## src/rtl/ppi_pkg.sv

```systemverilog
// Shared definitions for the 8255 control-word / port C latch slice.
// Address map, control-word bit positions, FSM encoding and the captured write record.
package ppi_pkg;

  localparam logic [1:0] ADDR_PA   = 2'd0;
  localparam logic [1:0] ADDR_PB   = 2'd1;
  localparam logic [1:0] ADDR_PC   = 2'd2;
  localparam logic [1:0] ADDR_CTRL = 2'd3;

  localparam int CW_MODESET = 7;
  localparam int CW_PA_IN   = 4;
  localparam int CW_PCU_IN  = 3;
  localparam int CW_PB_IN   = 1;
  localparam int CW_PCL_IN  = 0;

  // All ports input, mode 0.
  localparam logic [7:0] DEF_RESET_CW = 8'h9B;

  typedef enum logic [1:0] {
    ST_IDLE    = 2'd0,
    ST_CAPTURE = 2'd1,
    ST_COMMIT  = 2'd2
  } ctrl_state_e;

  typedef struct packed {
    logic [1:0] addr;
    logic [7:0] dat;
  } wr_req_t;

endpackage

```

## src/rtl/ppi_sync_bit.sv

```systemverilog
// N-flop synchroniser for one asynchronous bus strobe; resets to RST_VAL.
// Latency STAGES clk; no backpressure.
module ppi_sync_bit #(
  parameter int   STAGES  = 2,
  parameter logic RST_VAL = 1'b1
) (
  input  logic clk,
  input  logic rst_n,
  input  logic d,
  output logic q
);

  logic [STAGES-1:0] sr;

  always_ff @(posedge clk or negedge rst_n) begin
    if (!rst_n) begin
      sr <= {STAGES{RST_VAL}};
    end else begin
      sr <= {sr[STAGES-2:0], d};
    end
  end

  assign q = sr[STAGES-1];

endmodule

```

## src/rtl/ppi_ctrl_unit.sv

```systemverilog
// 8255 control-word and port C latch: captures CPU writes, decodes mode-set / BSR words.
// Update visible SYNC_STAGES+1 clk after the wr_n rising pin edge; one write in flight, accepted from IDLE only.
module ppi_ctrl_unit
  import ppi_pkg::*;
#(
  parameter logic [7:0] RESET_CW    = DEF_RESET_CW,
  parameter int         SYNC_STAGES = 2
) (
  input  logic       clk,
  input  logic       rst_n,
  input  logic       cs_n,
  input  logic       wr_n,
  input  logic       rd_n,
  input  logic [1:0] addr,
  input  logic [7:0] d_in,
  output logic [7:0] ctrl_word,
  output logic [7:0] pc_latch,
  output logic       pa_in,
  output logic       pb_in,
  output logic       pcu_in,
  output logic       pcl_in,
  output logic       port_en,
  output logic       wr_done
);

  logic cs_s, wr_s, rd_s;

  ppi_sync_bit #(.STAGES(SYNC_STAGES), .RST_VAL(1'b1)) u_sync_cs (
    .clk(clk), .rst_n(rst_n), .d(cs_n), .q(cs_s)
  );
  ppi_sync_bit #(.STAGES(SYNC_STAGES), .RST_VAL(1'b1)) u_sync_wr (
    .clk(clk), .rst_n(rst_n), .d(wr_n), .q(wr_s)
  );
  ppi_sync_bit #(.STAGES(SYNC_STAGES), .RST_VAL(1'b1)) u_sync_rd (
    .clk(clk), .rst_n(rst_n), .d(rd_n), .q(rd_s)
  );

  ctrl_state_e state;
  wr_req_t     req;
  logic        wr_start;

  assign wr_start = !cs_s && !wr_s && rd_s;

  // Updates land on the CAPTURE->COMMIT edge, so wr_done and the port_en
  // gap line up with the cycle in which the new values first appear.
  always_ff @(posedge clk or negedge rst_n) begin
    if (!rst_n) begin
      state     <= ST_IDLE;
      req       <= '0;
      ctrl_word <= RESET_CW;
      pc_latch  <= '0;
      port_en   <= 1'b0;
      wr_done   <= 1'b0;
    end else begin
      port_en <= 1'b1;
      wr_done <= 1'b0;
      case (state)
        ST_IDLE: begin
          if (wr_start) begin
            state <= ST_CAPTURE;
            req   <= '{addr: addr, dat: d_in};
          end
        end
        ST_CAPTURE: begin
          req <= '{addr: addr, dat: d_in};
          if (!rd_s) begin
            state <= ST_IDLE;
          end else if (wr_s) begin
            state   <= ST_COMMIT;
            wr_done <= 1'b1;
            case (req.addr)
              ADDR_CTRL: begin
                if (req.dat[CW_MODESET]) begin
                  ctrl_word <= req.dat;
                  pc_latch  <= '0;
                  port_en   <= 1'b0;
                end else begin
                  pc_latch[req.dat[3:1]] <= req.dat[0];
                end
              end
              ADDR_PC: pc_latch <= req.dat;
              default: ;
            endcase
          end else if (cs_s) begin
            state <= ST_IDLE;
          end
        end
        ST_COMMIT: state <= ST_IDLE;
        default:   state <= ST_IDLE;
      endcase
    end
  end

  assign pa_in  = ctrl_word[CW_PA_IN];
  assign pcu_in = ctrl_word[CW_PCU_IN];
  assign pb_in  = ctrl_word[CW_PB_IN];
  assign pcl_in = ctrl_word[CW_PCL_IN];

endmodule

```

## config.mk

```make
export PLATFORM = sky130hd
export DESIGN_NAME = ppi_ctrl_unit
export DESIGN_NICKNAME = d
export VERILOG_FILES = /design/src/rtl/ppi_pkg.sv /design/src/rtl/ppi_sync_bit.sv /design/src/rtl/ppi_ctrl_unit.sv
export SDC_FILE = /design/constraint.sdc
export NUM_CORES = 1
export LEC_CHECK = 0
export ABC_AREA = 0
export CORE_MARGIN = 5
export CORE_UTILIZATION = 48
export DETAILED_ROUTE_END_ITERATION = 7
export PLACE_DENSITY = 0.78
export SYNTH_ARGS = -nofsm -noshare
export SYNTH_HDL_FRONTEND = slang
export SYNTH_SLANG_ARGS = --single-unit
export TNS_END_PERCENT = 10
```

## constraint.sdc

```tcl
create_clock -name clk -period 2.2 [get_ports clk]
set_input_delay 0.66 -clock clk [delete_from_list [all_inputs] [get_ports clk]]
set_output_delay 0.66 -clock clk [all_outputs]
set_load 0.1 [all_outputs]
```

==> flow_summary_export.csv, run 1 <==
group,metric,value,unit
run_status,outcome,"completed",
synthesis,ys_seq_area_share,57.35,%
critical_path,arrival,1.12,ns
power,power_density,1112,nW/µm²
critical_path,slowest_delay,0.60,ns
sta,rsz0062_at_grt,"no",
cts,ctsResizeCount,0,
synthesis,synth_area_leader_cell,"dfrtp_1",
synthesis,async_reset_ff_share,100.0,%
cts,cts_hold_buf,0,
routing,drt-vias-per-instance,5.460,
grt,grt_pass1_vias,1126,
sta,relSlewSlack,66.58,%
routing,drc,0,
sta,setup_viol,0,
sta,finalSetupTns,0,ns
die,ios,37,
synthesis,yosys-top-cells-count,"dfrtp_1 (25), mux2_2 (19), dfstp_2 (10), nand2_1 (9), a21oi_1 (6)",
critical_path,critPathCaptureType,"output pin",
critical_path,start_kind,"flop",
final_layout,fillers,236,
routing,postRouteAntennaNets,0,
placed_design,routabilityCongestion,0.9911,
sta,final.setup_skew,0.01052,ns
routing,routed_wl,3.195,mm
final_layout,nNetsFinal,172,
sta,slew_violations,0,
synthesis,synth-edff-count,0,
final_layout,syn_to_final_growth,27.87,%
power,pwr-share-seq,40.5,%
placed_design,hpwlAfterDp,2.288,mm
hold_path,hold_path_class,"reg -> reg",
synthesis,ys_warn_count,0,
final_layout,drive_gt1_share,39.87,%
routing,firstDrtPassIters,5,
power,p_leak,0.8525,nW
die,start_util,50.33,%
power,combPwrFrac,44.9,%
power,swShare,46.82,%
critical_path,crit_slowest_cell,"dfstp_2",
cts,clock-sinks,35,
die,fp.coreArea,3078,µm²
routing,avgRoutedWirePerCell,15.82,µm
final_layout,antennaDiodeCount,0,
flow_run,cap_violations,0,
synthesis,postSynthCellCount,127,
cts,h-tree-depth,2,
cts,clk_path_buf_depth,2,
critical_path,path_class,"reg -> out",
sta,fmax,0.5605,GHz
synthesis,avgSynthCellArea,12.20,µm²
critical_path,path_buf_inv,1,
die,fp-row-count,20,
critical_path,path_max_fanout,3,
grt,grt_pass1_wl,5.326,mm
grt,globalRouteTotalUtil,16.19,%
power,switchingPower,1.031,mW
power,power_frac_clock,14.6,%
grt,grt_start_max_net_pins,36,
cts,clk_pin_slew_worst_paths,0.10,ns
synthesis,synth_top_area_share,40.39,%
cts,clock_latency,0.33,ns
cts,postCtsSetupRepairBufs,0,
power,finalPower,2.203,mW
synthesis,synth_nets,142,
routing,num_vias,1103,
critical_path,cp.required,1.54,ns
cts,clockRootBuffer,"clkbuf_4",
routing,drt_iter0_drc,44,
cts,cts_tree,"yes",
sta,post-route-period-util,81.09,%
sta,hold_viol,0,
die,die_x,66.81,µm
critical_path,worstPathCellList,"buf_12",
die,die_h,66.81,µm
cts,cts_buffers,5,
synthesis,syn_area,1549,µm²
power,p_int,1.172,mW
synthesis,ys_ff_latch,35,
grt,grt_antenna_before_repair,0,
sta,min_period,1.784,ns
synthesis,synth_area_leaders,"dfrtp_1 (40%), dfstp_2 (17%), mux2_2 (14%), buf_4 (2.4%), nand2_1 (2.2%)",
sta,worst_slew_pin_slew,0.5002,ns
synthesis,ys_types,36,
placed_design,numPortBuffers,35,
synthesis,yosysMostFrequentCell,"dfrtp_1",
grt,grt_overflow_total,0,
synthesis,ys.flop_type,"dfrtp_1",
power,irDropWorstVdd,569.6,µV
die,die_area,4463,µm²
critical_path,cpLargestDelayFamily,"flip-flops",
[routing by layer]
metal,part of all wire (%),global-route usage (%)
met1,41,20.13
met2,51,26.36
met3,6.6,4.890
met4,1.2,6.091
met5,0,0
[power by group through the flow]
stage	logic, mW	registers [mW]	clock network [mW]
finish	0.988	0.892	0.323
global placement	0.976	0.895	0
CTS	0.991	0.889	0.330
floorplan	0.340	1.28	0
detailed placement	0.988	0.900	0
global route	1.03	0.913	0.358
[placed cells by master (no fill, tap or decap)]
cell type / netlist / routed
and4b_2: 2 / 2
and3_1: 1 / 1
o221ai_1: 1 / 1
o41ai_1: 2 / 2
mux2_2: 19 / 19
conb_1: 1 / 1
or2_2: 2 / 2
dfrtp_1: 25 / 25
a211o_1: 1 / 1
nor4b_1: 1 / 1
nor2_1: 5 / 5
nand2_1: 9 / 9
and2_1: 2 / 2
inv_1: 2 / 2
nand3_1: 1 / 1
or3_1: 1 / 1
clkinv_2: 0 / 1
a31oi_1: 3 / 3
o32a_1: 1 / 1
and2_4: 1 / 1
clkdlybuf4s50_1: 0 / 14
dfstp_2: 10 / 10
clkbuf_4: 0 / 5
nor3_1: 2 / 2
a21oi_1: 6 / 6
buf_4: 5 / 14
nand3_4: 1 / 1
buf_12: 0 / 8
o21ai_0: 4 / 4
o31ai_1: 2 / 2
nand2b_1: 3 / 3
a221oi_1: 1 / 1
a32o_1: 1 / 1
o22a_1: 1 / 1
nor2b_1: 3 / 3
clkbuf_1: 3 / 2
[registers in the layout, summed over array words and instances, names as in the netlist]
signal	flops
state	2
ctrl_word	7
u_sync_cs.sr	2
u_sync_wr.sr	2
req	10
pc_latch	8
u_sync_rd.sr	2
port_en	1
wr_done	1
[worst register-to-register path, delay by kind of cell, from the launching register on]
family | cells | cell delay (ns)
AND/OR/NAND/NOR | 2 | 0.66
AO/OA/AOI/OAI | 1 | 0.17
flip-flops | 1 | 0.43
multiplexers | 1 | 0.34
[final cells by class]
cell class / count / area, µm² / share of cell area, %
Timing Repair Buffer: 36 / 405.4 / 20.47
Sequential cell: 35 / 888.4 / 44.85
Clock buffer: 7 / 45.04 / 2.274
Tap cell: 44 / 55.05 / 2.780
Clock inverter: 1 / 5.005 / 0.2527
Inverter: 2 / 7.507 / 0.3790
Multi-Input combinational cell: 77 / 574.3 / 29.00
[logic make-up after synthesis]
| group | Yosys count | synth area share, % |
|---|---|---|
| multiplexers | 19 | 13.81 |
| other | 1 | 0.2421 |
| flip-flops | 35 | 57.35 |
| AO/OA/AOI/OAI | 23 | 10.10 |
| buffers and inverters | 15 | 5.573 |
| AND/OR/NAND/NOR | 34 | 12.92 |
[final timing paths]
| kind | start | endpoint | slack, ns | depth (start not counted) |
|---|---|---|---|---|
| max reg2reg | req[9] | pc_latch[5] | 0.50 | 4 |
| max in group asynchronous | rst_n | u_sync_rd.sr[0] | 1.13 | 2 |
| min in group asynchronous | rst_n | req[9] | 0.73 | 2 |
| max | ctrl_word[0] | ctrl_word[0] | 0.42 | 1 |
| min | u_sync_wr.sr[0] | u_sync_wr.sr[1] | 0.36 | 0 |
| min reg2reg | u_sync_wr.sr[0] | u_sync_wr.sr[1] | 0.36 | 0 |
[metrics by stage]
| stage | cells | hold WS (ns) | utilization, % | setup WS (ns) | cell area (µm²) |
|---|---|---|---|---|---|
| finish | 202 | 0.3599 | 64.35 | 0.4160 | 1981 |
| CTS | 202 | 0.3602 | 64.35 | 0.4001 | 1981 |
| global route | 202 | 0.3657 | 64.35 | 0.3671 | 1981 |
| detailed placement | 194 | 0.3468 | 62.72 | 0.5489 | 1931 |
| floorplan | 127 | 0.3452 | - | 0.3161 | 1549 |
| global placement | 194 | 0.3464 | 62.72 | 0.6149 | 1931 |
No activity file was read; power rests on OpenSTA's default activity.
==> run 2: changes to the inputs <==
--- a/config.mk
+++ b/config.mk
@@ -7,9 +7,9 @@
 export LEC_CHECK = 0
 export ABC_AREA = 0
 export CORE_MARGIN = 5
-export CORE_UTILIZATION = 48
+export CORE_UTILIZATION = 44
 export DETAILED_ROUTE_END_ITERATION = 7
-export PLACE_DENSITY = 0.78
+export PLACE_DENSITY = 0.75
 export SYNTH_ARGS = -nofsm -noshare
 export SYNTH_HDL_FRONTEND = slang
 export SYNTH_SLANG_ARGS = --single-unit
==> constraint.sdc (replaced) <==
create_clock -name clk -period 1.64 [get_ports clk]
set_input_delay 0.492 -clock clk [delete_from_list [all_inputs] [get_ports clk]]
set_output_delay 0.492 -clock clk [all_outputs]
set_load 0.1 [all_outputs]
==> run 2 against run 1 <==
Compared with the run above: the flow now finishes with violations (setup timing); power rose by 53%; sequential power up 35%; first-iteration DRC count is 57% higher; non-clock buffer count up 7.
==> flow_summary_export.csv, run 2 (synthesis results as in run 1) <==
group,metric,value,unit
final_layout,drive_gt1_share,44.24,%
die,start_util,46.06,%
routing,avgRoutedWirePerCell,15.90,µm
critical_path,ff2ff_path_depth,4,
final_layout,largest_reg_flops,10,
routing,firstDrtPassIters,4,
placed_design,routabilityCongestion,0.8768,
grt,grt_overflow_total,0,
routing,drt_iter0_drc,69,
sta,slew_violations,0,
critical_path,path_max_fanout,3,
cts,clock-sinks,35,
critical_path,arrival,1.18,ns
sta,final.setup_skew,0.01230,ns
run_status,outcome,"finished, violations left",
critical_path,path_class,"reg -> out",
grt,globalRouteTotalUtil,15.18,%
critical_path,cp.required,1.15,ns
flow_run,cap_violations,0,
critical_path,critPathCaptureType,"output pin",
final_layout,antennaDiodeCount,0,
die,die_x,69.34,µm
final_layout,top_register,"req",
critical_path,start_kind,"flop",
die,fp-row-count,21,
die,ios,37,
hold_path,whs_path_depth,0,
final_layout,largestRegisters,"req: 10 flops, pc_latch: 8 flops, ctrl_word: 7 flops",
routing,routed_wl,3.355,mm
cts,cts_hold_buf,0,
routing,drc,0,
sta,rsz0062_at_grt,"yes",
critical_path,cpLargestDelayFamily,"flip-flops",
critical_path,path_buf_inv,1,
final_layout,layout_common_cells,"dfrtp_1 (25), buf_12 (22), mux2_2 (19), clkdlybuf4s50_1 (14)",
power,power_density,1495,nW/µm²
routing,drt-vias-per-instance,5.493,
grt,grt_pass1_wl,5.816,mm
critical_path,worstPathCellList,"buf_12",
cts,clockRootBuffer,"clkbuf_4",
final_layout,utilization,66.89,%
power,p_leak,0.9567,nW
run_status,failed_checks,"setup timing",
placed_design,numPortBuffers,35,
critical_path,rr_endpoint,"ctrl_word[6]",
sta,min_period,1.672,ns
power,finalPower,3.364,mW
sta,post-route-period-util,102.0,%
final_layout,layout_commonest_cell,"dfrtp_1",
sta,setup_viol,2,
critical_path,crit_slowest_cell,"dfstp_4",
grt,grt_antenna_before_repair,0,
power,irDropWorstVdd,624.8,µV
cts,postCtsSetupRepairBufs,0,
sta,setup_ws,-0.03239,ns
critical_path,reg2reg_from,"u_sync_wr.sr[1]",
final_layout,syn_to_final_growth,45.23,%
grt,grt_pass1_vias,1193,
hold_path,holdPathEnd,"u_sync_rd.sr[1]",
routing,num_vias,1159,
cts,clk_path_buf_depth,2,
die,fp.coreArea,3363,µm²
sta,fmax,0.5979,GHz
sta,finalSetupTns,-0.06445,ns
cts,cts_tree,"yes",
sta,hold_viol,0,
final_layout,nNetsFinal,179,
cts,h-tree-depth,2,
die,die_h,69.34,µm
hold_path,hold_path_class,"reg -> reg",
critical_path,r2r_setup_slack,0.06,ns
cts,clk_pin_slew_worst_paths,0.11,ns
sta,whs,0.3630,ns
cts,clock_latency,0.34,ns
critical_path,slowest_delay,0.66,ns
routing,postRouteAntennaNets,0,
cts,cts_buffers,5,
placed_design,hpwlAfterDp,2.505,mm
die,die_area,4807,µm²
hold_path,holdCritStartpoint,"u_sync_rd.sr[0]",
grt,grt_start_max_net_pins,36,
## run 2: cell type report
cell class                      instances  area [µm²]
Inverter                                2       7.507
Sequential cell                        35       892.1
Clock buffer                            7       76.32
Fill cell                             264        1114
Tap cell                               46       57.56
Multi-Input combinational cell         77       578.1
Timing Repair Buffer                   43       633.1
Clock inverter                          1       5.005
## run 2: how the worst max path moves through the flow
stage / startpoint / endpoint / cells after the start
floorplan: ctrl_word[1] / ctrl_word[1] / 1
global placement: u_sync_wr.sr[1] / ctrl_word[5] / 4
detailed placement: u_sync_wr.sr[1] / pc_latch[5] / 4
CTS: ctrl_word[0] / ctrl_word[0] / 1
global route: ctrl_word[0] / ctrl_word[0] / 1
finish: ctrl_word[0] / ctrl_word[0] / 1
## run 2: metal layers
metal	global-route usage (%)	part of all wire, %	vias up
met5	0	0	-
met1	18.28	40	563
li1	-	-	519
met2	23.94	50	68
met3	6.087	8.1	9
met4	6.508	2.1	0
## run 2: worst register-to-register path: stages, from the launching register on
cell,delay (ns)
dfstp_2,0.56
and4b_2,0.25
and2_4,0.21
nand3_4,0.15
mux2_2,0.31
## run 2: what timing repair did
item / CTS / global route
endpoints found under the hold margin: 0 / 0
resized for setup: 0 / 2
setup endpoints to repair: 6 / 13
## run 2: through the flow
stage               cell area (µm²)  std cells  worst slack [ns]
floorplan                      1553        127          -0.07589
global route                   2250        211          -0.05767
finish                         2250        211          -0.03239
global placement               2165        203            0.1130
CTS                            2246        211          -0.04663
detailed placement             2165        203           0.06686
## run 2: where the power goes
part           internal (mW)  switching [mW]  leakage, nW
Clock                  0.299           0.285       0.0464
Sequential              1.02           0.180        0.413
Combinational          0.594           0.984        0.497
